`src/rtl/scbuf_rdmard_burst.sv`:
```
// RDMA-read return engine: captures an ECC-protected L2 line, streams ctag + wrapping SEC-DED-corrected burst to JBI.
// Optional SCBUF_RDMARD_ERRCNT_EN adds saturating CE/UE beat counters; otherwise the counter ports read 0.
module scbuf_rdmard_burst #(
  parameter int NWORDS   = 16,
  parameter int WIDX_W   = 4,
  parameter int CTAG_W   = 15,
  parameter int IORD_BIT = 12
) (
  input  logic                 rclk,
  input  logic                 arst,
  input  logic                 sctag_scbuf_req_en_c7,
  input  logic [CTAG_W-1:0]    sctag_scbuf_ctag_c7,
  input  logic [WIDX_W-1:0]    sctag_scbuf_word_c7,
  input  logic [WIDX_W-1:0]    sctag_scbuf_len_m1_c7,
  input  logic [NWORDS*39-1:0] scdata_scbuf_decc_out_c7,
  input  logic                 jbi_scbuf_stall,
  output logic                 scbuf_sctag_rdmard_busy,
  output logic                 scbuf_jbi_ctag_vld,
  output logic                 scbuf_jbi_data_vld,
  output logic [31:0]          scbuf_jbi_data,
  output logic                 scbuf_jbi_ue_err,
  output logic                 scbuf_sctag_rdma_uerr,
  output logic                 scbuf_sctag_rdma_cerr,
  output logic                 scbuf_sctag_rdmard_ovf,
  output logic [7:0]           scbuf_rdmard_ce_cnt,
  output logic [7:0]           scbuf_rdmard_ue_cnt
);

  typedef enum logic [1:0] {IDLE, CTAG, DATA, DONE} state_t;

  state_t               state_q;
  logic [NWORDS*39-1:0] line_q;
  logic [CTAG_W-1:0]    ctag_q;
  logic [WIDX_W-1:0]    start_q, len_q;
  logic [WIDX_W:0]      cnt_q;
  logic                 ctag_vld_q, data_vld_q, ue_err_q, uerr_q, cerr_q, ovf_q;
  logic                 ue_acc_q, ce_acc_q;
  logic [31:0]          data_q;

  // Codeword position of data bit i: data fills the non-power-of-two slots 3,5,6,7,9,...
  function automatic logic [5:0] dpos(input int unsigned i);
    int unsigned n;
    logic [5:0]  r;
    n = 0;
    r = '0;
    for (int unsigned p = 3; p < 39; p++) begin
      if ((p & (p - 1)) != 0) begin
        if (n == i) r = 6'(p);
        n++;
      end
    end
    return r;
  endfunction

  logic              iord_req, accept, beat_emit;
  logic [WIDX_W-1:0] widx;
  logic [38:0]       word;
  logic [5:0]        syn;
  logic              pflag, ue_w, ce_w;
  logic [31:0]       cdata;

  assign iord_req  = sctag_scbuf_req_en_c7 & sctag_scbuf_ctag_c7[IORD_BIT];
  assign accept    = iord_req & ~jbi_scbuf_stall & ((state_q == IDLE) | (state_q == DONE));
  assign beat_emit = ~jbi_scbuf_stall & (state_q == DATA) & (cnt_q <= {1'b0, len_q});
  assign widx      = start_q + cnt_q[WIDX_W-1:0];
  assign word      = line_q[39*widx +: 39];

  // word = {data[31:0], pbit, check[5:0]}; syndrome is the codeword position of a single flip
  always_comb begin
    syn = word[5:0];
    for (int i = 0; i < 32; i++)
      if (word[7+i]) syn = syn ^ dpos(i);
    pflag = ^word;
    ce_w  = pflag;
    ue_w  = (|syn) & ~pflag;
    cdata = word[38:7];
    for (int i = 0; i < 32; i++)
      if (pflag && (dpos(i) == syn)) cdata[i] = ~cdata[i];
  end

  always_ff @(posedge rclk) begin
    if (accept) line_q <= scdata_scbuf_decc_out_c7;
  end

  always_ff @(posedge rclk or posedge arst) begin
    if (arst) begin
      state_q    <= IDLE;
      ctag_q     <= '0;
      start_q    <= '0;
      len_q      <= '0;
      cnt_q      <= '0;
      ctag_vld_q <= 1'b0;
      data_vld_q <= 1'b0;
      data_q     <= '0;
      ue_err_q   <= 1'b0;
      uerr_q     <= 1'b0;
      cerr_q     <= 1'b0;
      ue_acc_q   <= 1'b0;
      ce_acc_q   <= 1'b0;
      ovf_q      <= 1'b0;
    end else begin
      if (iord_req && !accept) ovf_q <= 1'b1;
      if (!jbi_scbuf_stall) begin
        case (state_q)
          IDLE, DONE: begin
            ctag_vld_q <= 1'b0;
            data_vld_q <= 1'b0;
            data_q     <= '0;
            ue_err_q   <= 1'b0;
            uerr_q     <= 1'b0;
            cerr_q     <= 1'b0;
            if (accept) begin
              state_q  <= CTAG;
              ctag_q   <= sctag_scbuf_ctag_c7;
              start_q  <= sctag_scbuf_word_c7;
              len_q    <= sctag_scbuf_len_m1_c7;
              cnt_q    <= '0;
              ue_acc_q <= 1'b0;
              ce_acc_q <= 1'b0;
            end else begin
              state_q <= IDLE;
            end
          end
          CTAG: begin
            ctag_vld_q             <= 1'b1;
            data_q                 <= '0;
            data_q[CTAG_W-1:0]     <= ctag_q;
            state_q                <= DATA;
          end
          DATA: begin
            ctag_vld_q <= 1'b0;
            if (beat_emit) begin
              data_vld_q <= 1'b1;
              data_q     <= cdata;
              ue_err_q   <= ue_w;
              ue_acc_q   <= ue_acc_q | ue_w;
              ce_acc_q   <= ce_acc_q | ce_w;
              cnt_q      <= cnt_q + 1'b1;
            end else begin
              data_vld_q <= 1'b0;
              data_q     <= '0;
              ue_err_q   <= 1'b0;
              uerr_q     <= ue_acc_q;
              cerr_q     <= ce_acc_q;
              state_q    <= DONE;
            end
          end
          default: state_q <= IDLE;
        endcase
      end
    end
  end

`ifdef SCBUF_RDMARD_ERRCNT_EN
  logic [7:0] ce_cnt_q, ue_cnt_q;

  always_ff @(posedge rclk or posedge arst) begin
    if (arst) begin
      ce_cnt_q <= '0;
      ue_cnt_q <= '0;
    end else if (beat_emit) begin
      if (ce_w && (ce_cnt_q != 8'hFF)) ce_cnt_q <= ce_cnt_q + 8'd1;
      if (ue_w && (ue_cnt_q != 8'hFF)) ue_cnt_q <= ue_cnt_q + 8'd1;
    end
  end

  assign scbuf_rdmard_ce_cnt = ce_cnt_q;
  assign scbuf_rdmard_ue_cnt = ue_cnt_q;
`else
  assign scbuf_rdmard_ce_cnt = '0;
  assign scbuf_rdmard_ue_cnt = '0;
`endif

  assign scbuf_sctag_rdmard_busy = (state_q != IDLE);
  assign scbuf_jbi_ctag_vld      = ctag_vld_q;
  assign scbuf_jbi_data_vld      = data_vld_q;
  assign scbuf_jbi_data          = data_q;
  assign scbuf_jbi_ue_err        = ue_err_q;
  assign scbuf_sctag_rdma_uerr   = uerr_q;
  assign scbuf_sctag_rdma_cerr   = cerr_q;
  assign scbuf_sctag_rdmard_ovf  = ovf_q;

endmodule

```
`config.mk`:
```
export PLATFORM = sky130hd
export DESIGN_NAME = scbuf_rdmard_burst
export DESIGN_NICKNAME = d
export VERILOG_FILES = /design/src/rtl/scbuf_rdmard_burst.sv
export SDC_FILE = /design/constraint.sdc
export NUM_CORES = 1
export LEC_CHECK = 0
export ABC_AREA = 0
export CAP_MARGIN = 20
export CORE_AREA = 2 2 272 274
export DETAILED_ROUTE_END_ITERATION = 10
export DIE_AREA = 0 0 274 276
export DONT_BUFFER_PORTS = 1
export SKIP_LAST_GASP = 1
export SYNTH_ARGS = -nofsm -noshare
export SYNTH_HDL_FRONTEND = slang
export SYNTH_SLANG_ARGS = --single-unit
```
`constraint.sdc`:
```
create_clock -name rclk -period 34.8 [get_ports rclk]
set_input_delay 3.48 -clock rclk [delete_from_list [all_inputs] [get_ports rclk]]
set_output_delay 3.48 -clock rclk [all_outputs]
set_load 0.02 [all_outputs]
```
==> metrics list <==
- Worst path cell trace: ha_4 -> fa_4 -> buf_4 -> buf_4 -> mux4_2 -> mux2i_1 -> xnor2_1 -> xnor2_2 -> xnor2_1 -> mux2i_1 -> xnor3_1 -> or3b_1 -> mux2i_1 -> nand3_1 -> mux2i_1 -> a211oi_1
* Number of placement rows: 99
- Hold crit path type: reg -> reg
* Wire length of the first global-routing pass: 120,000 um
* CP max stage delay: 1.19 ns
- WP data arrival: 7.98 ns
- The filler cells instantiated in the layout total 6,218.
- Relative max-transition margin: 24.1%
- On the critical path, the stage with the largest delay is an instance of fa_4.
- Average wire per standard cell: 31.3 um
* Final core area utilization: 46.5%
- During I/O placement, the number of pins put on the boundary was 706.
- Clk sink count: 694
- Clock H-tree levels: 3
- Along the worst path, the maximum fanout reaches 54.
- In the synthesized netlist, the number of instances is 1,707.
* Largest clock skew in the final design: 0.0213 ns
- Via count of the first global-routing pass: 16,000
* Average size of a mapped cell: 17.8 um2
* DIE AREA: 75,600 um2
* Worst Setup End Kind: flip-flop
* Synth-to-Final Area Change: 11.4%
- Counting flops and latches in the post-synthesis netlist gives 694.
- The die is 276 um tall.
- Residual DRC: 0
- Final worst-path cycle share: 21.5%
* Initial core utilization: 41.8%
* Clock buffer count from CTS: 75
- After global routing the overflow that remains totals 0.
- The mapped netlist covers 30,300 um2.
* Number of vias in the routed layout: 15,700
- Counting both buffers and inverters, the worst setup path holds a total of 2.
- After clock tree synthesis, the clock-pin slew on the worst setup and hold paths is 0.06 ns.
- Startpoint class of the critical path: flip-flop
- The finished cells cover 33,800 um2.
* Most used cells in the layout excluding fill and tap cells: 624 x edfxtp_1, 162 x mux4_2, 131 x xnor2_1, 124 x nand2_1, 78 x clkbuf_16
- Setup-failing EPs final: 0
- Counting I/O delays and the setup requirement, the final critical path takes 7.47 ns.
- Global Route Usage Sum: 22.7%
- Setup Buffers After CTS: 0
- Cells with a size suffix above 1 make up 19.1% of the layout.
- Horizontal die dimension: 274 um
- The tool flagged a number of max-cap violations equal to 0.
- Largest delay contributor family on the critical path: multiplexers
* Antenna violations before repair: 44
* RSZ-0062 raised after global routing: false
- The final max-slew violation count was 0.
* Number of nets with antenna violations after routing: 0
* Buffer levels on the longest clock path: 3
- Weighted congestion at the end of routability-driven global placement: 0.906
* Crit path setup slack, layout: 27.33 ns
- For the worst-skew pair, the clock arrives at the later sink with an insertion delay of 0.62 ns.
- Worst Max-Slew Pin Slew: 1.14 ns
* Post-synth top flop: edfxtp_1
- During placement, the flow inserted port buffers numbering 0.
* Pin count of the biggest net entering global routing: 171
- Highest achievable clock rate: 134 MHz
- TritonCTS built the clock tree.
- The run finished with clean final reports.
- Post-DP Area: 31,100 um2
* Post-placement setup slack: 27.36 ns
- Detailed placement finished with a half-perimeter wire length of 65,300 um.
* Drt first pass iters: 5
- Summed negative setup slack over all endpoints: 0 ns
- The final layout contains 2,381 nets.
* Number of hold-slack violations in the final timing report: 0
* Core box area: 72,600 um2
- Count of flip-flops with a built-in enable after synthesis: 624
- Number of warning messages in the yosys log: 0
- Number of hold-repair buffers added at the cts stage: 0
- Leaving out fill and tap cells, the most frequent cell in the layout is edfxtp_1.
* Synth async-reset ratio: 10.1%
- In this run, distinct cell masters in the synthesized netlist total 61.
- Setup CP Type: reg -> reg
- CTS placed an instance of clkbuf_16 at the clock tree root.
* DRT iter0 DRCs: 1,368
* Total wire length: 86,500 um
* Number of gates resized after cts: 0
- Of the synthesized area, sequential elements account for 67.6%.
* Most common cell type on the critical path: mux2i_1
- Required time of the critical path: 35.30 ns
- In the routed layout, each cell is associated on average with a via count of 5.66.
[sequential cells by signal, indices dropped and copies added (netlist names)]
| register | flops |
|---|---|
| ce_acc_q | 1 |
| cnt_q | 5 |
| ctag_q | 15 |
| len_q | 4 |
| line_q | 624 |
| scbuf_jbi_ctag_vld | 1 |
| scbuf_jbi_data | 32 |
| scbuf_jbi_data_vld | 1 |
| scbuf_jbi_ue_err | 1 |
| scbuf_sctag_rdma_cerr | 1 |
| scbuf_sctag_rdma_uerr | 1 |
| scbuf_sctag_rdmard_ovf | 1 |
| start_q | 4 |
| state_q | 2 |
| ue_acc_q | 1 |
[worst paths after layout]
check,start,end,slack [ns],depth (start not counted)
max in group asynchronous,arst,start_q[2]$_DFFE_PP0P_,31.16,2
max reg2reg,cnt_q[0]$_DFFE_PP0P_,scbuf_jbi_data[5]$_DFFE_PP0N_,27.33,16
min reg2reg,ctag_q[12]$_DFFE_PP0P_,ctag_q[12]$_DFFE_PP0P_,0.48,1
min in group asynchronous,arst,ctag_q[7]$_DFFE_PP0P_,3.03,2
max,cnt_q[0]$_DFFE_PP0P_,scbuf_jbi_data[5]$_DFFE_PP0N_,27.33,16
min,ctag_q[12]$_DFFE_PP0P_,ctag_q[12]$_DFFE_PP0P_,0.48,1
[through the flow]
step / hold slack, ns / std cells
2_1_floorplan: 0.439 / 1722
3_3_place_gp: 0.454 / 2598
3_5_place_dp: 0.460 / 2598
4_1_cts: 0.472 / 2730
5_1_grt: 0.484 / 2752
6_report: 0.475 / 2765
[layout make-up]
type | instances | area (um2) | area share [%]
diodes | 34 | 85.1 | 0.252
clock buffers | 88 | 2010 | 5.95
clock inverters | 44 | 512 | 1.52
inverters | 9 | 33.8 | 0.100
multi-input cells | 913 | 9220 | 27.3
flip-flops and latches | 694 | 20500 | 60.7
well taps | 959 | 1200 | 3.55
repair buffers | 24 | 225 | 0.667
[per-layer routing]
layer  track usage (%)  part of all wire [%]  vias up
li1                  -                     -     6724
met1              28.1                    38     7997
met2              36.9                    50      741
met3              7.35                   8.2      158
met4              8.74                   3.3       34
met5                 0                  0.24        -
[cells in the mapped netlist (2+ instances only)]
library cell | number | area share, %
a21oi_2 | 2 | 0.058
nor2b_1 | 7 | 0.14
nor3_1 | 3 | 0.050
mux4_1 | 5 | 0.43
buf_2 | 16 | 0.26
nand2_1 | 124 | 1.5
or2_1 | 2 | 0.041
mux4_2 | 162 | 12
mux2_2 | 24 | 0.89
mux2i_1 | 72 | 2.4
nor4b_1 | 3 | 0.087
nand3_1 | 35 | 0.58
a2bb2oi_1 | 2 | 0.058
inv_1 | 9 | 0.11
buf_12 | 2 | 0.13
a32o_1 | 3 | 0.099
nand2b_1 | 7 | 0.14
xnor2_1 | 131 | 3.8
a211oi_1 | 28 | 0.69
nor2_1 | 49 | 0.61
or3_1 | 3 | 0.062
dfrtp_1 | 70 | 5.8
buf_6 | 12 | 0.45
buf_4 | 39 | 0.97
nor4_1 | 8 | 0.17
o21ai_0 | 29 | 0.48
clkbuf_1 | 34 | 0.42
edfxtp_1 | 624 | 62
or2_2 | 2 | 0.041
xor2_1 | 70 | 2.0
nand4_1 | 16 | 0.33
ha_1 | 12 | 0.50
o221ai_1 | 5 | 0.14
o21ai_1 | 12 | 0.20
xnor3_1 | 8 | 0.59
a31oi_1 | 4 | 0.083
and3_1 | 8 | 0.17
and2_1 | 4 | 0.083
xnor2_2 | 3 | 0.16
a21oi_1 | 34 | 0.56
a41oi_1 | 2 | 0.058
buf_1 | 3 | 0.037
[logic make-up (layout without fill, tap and decap cells)]
| kind of cell | after synthesis | in the layout | synth area share [%] |
|---|---|---|---|
| AO/OA/AOI/OAI | 129 | 129 | 2.70 |
| AND/OR/NAND/NOR | 276 | 276 | 4.17 |
| other | 1 | 50 | 0.0124 |
| XOR/XNOR | 214 | 214 | 6.70 |
| flip-flops | 694 | 694 | 67.6 |
| multiplexers | 265 | 265 | 15.9 |
| buffers and inverters | 115 | 165 | 2.38 |
| adder cells (fa/ha/maj) | 13 | 13 | 0.561 |
Power is not shown: default switching activity piles up to over one toggle a cycle in this logic, so the estimate is an artifact.
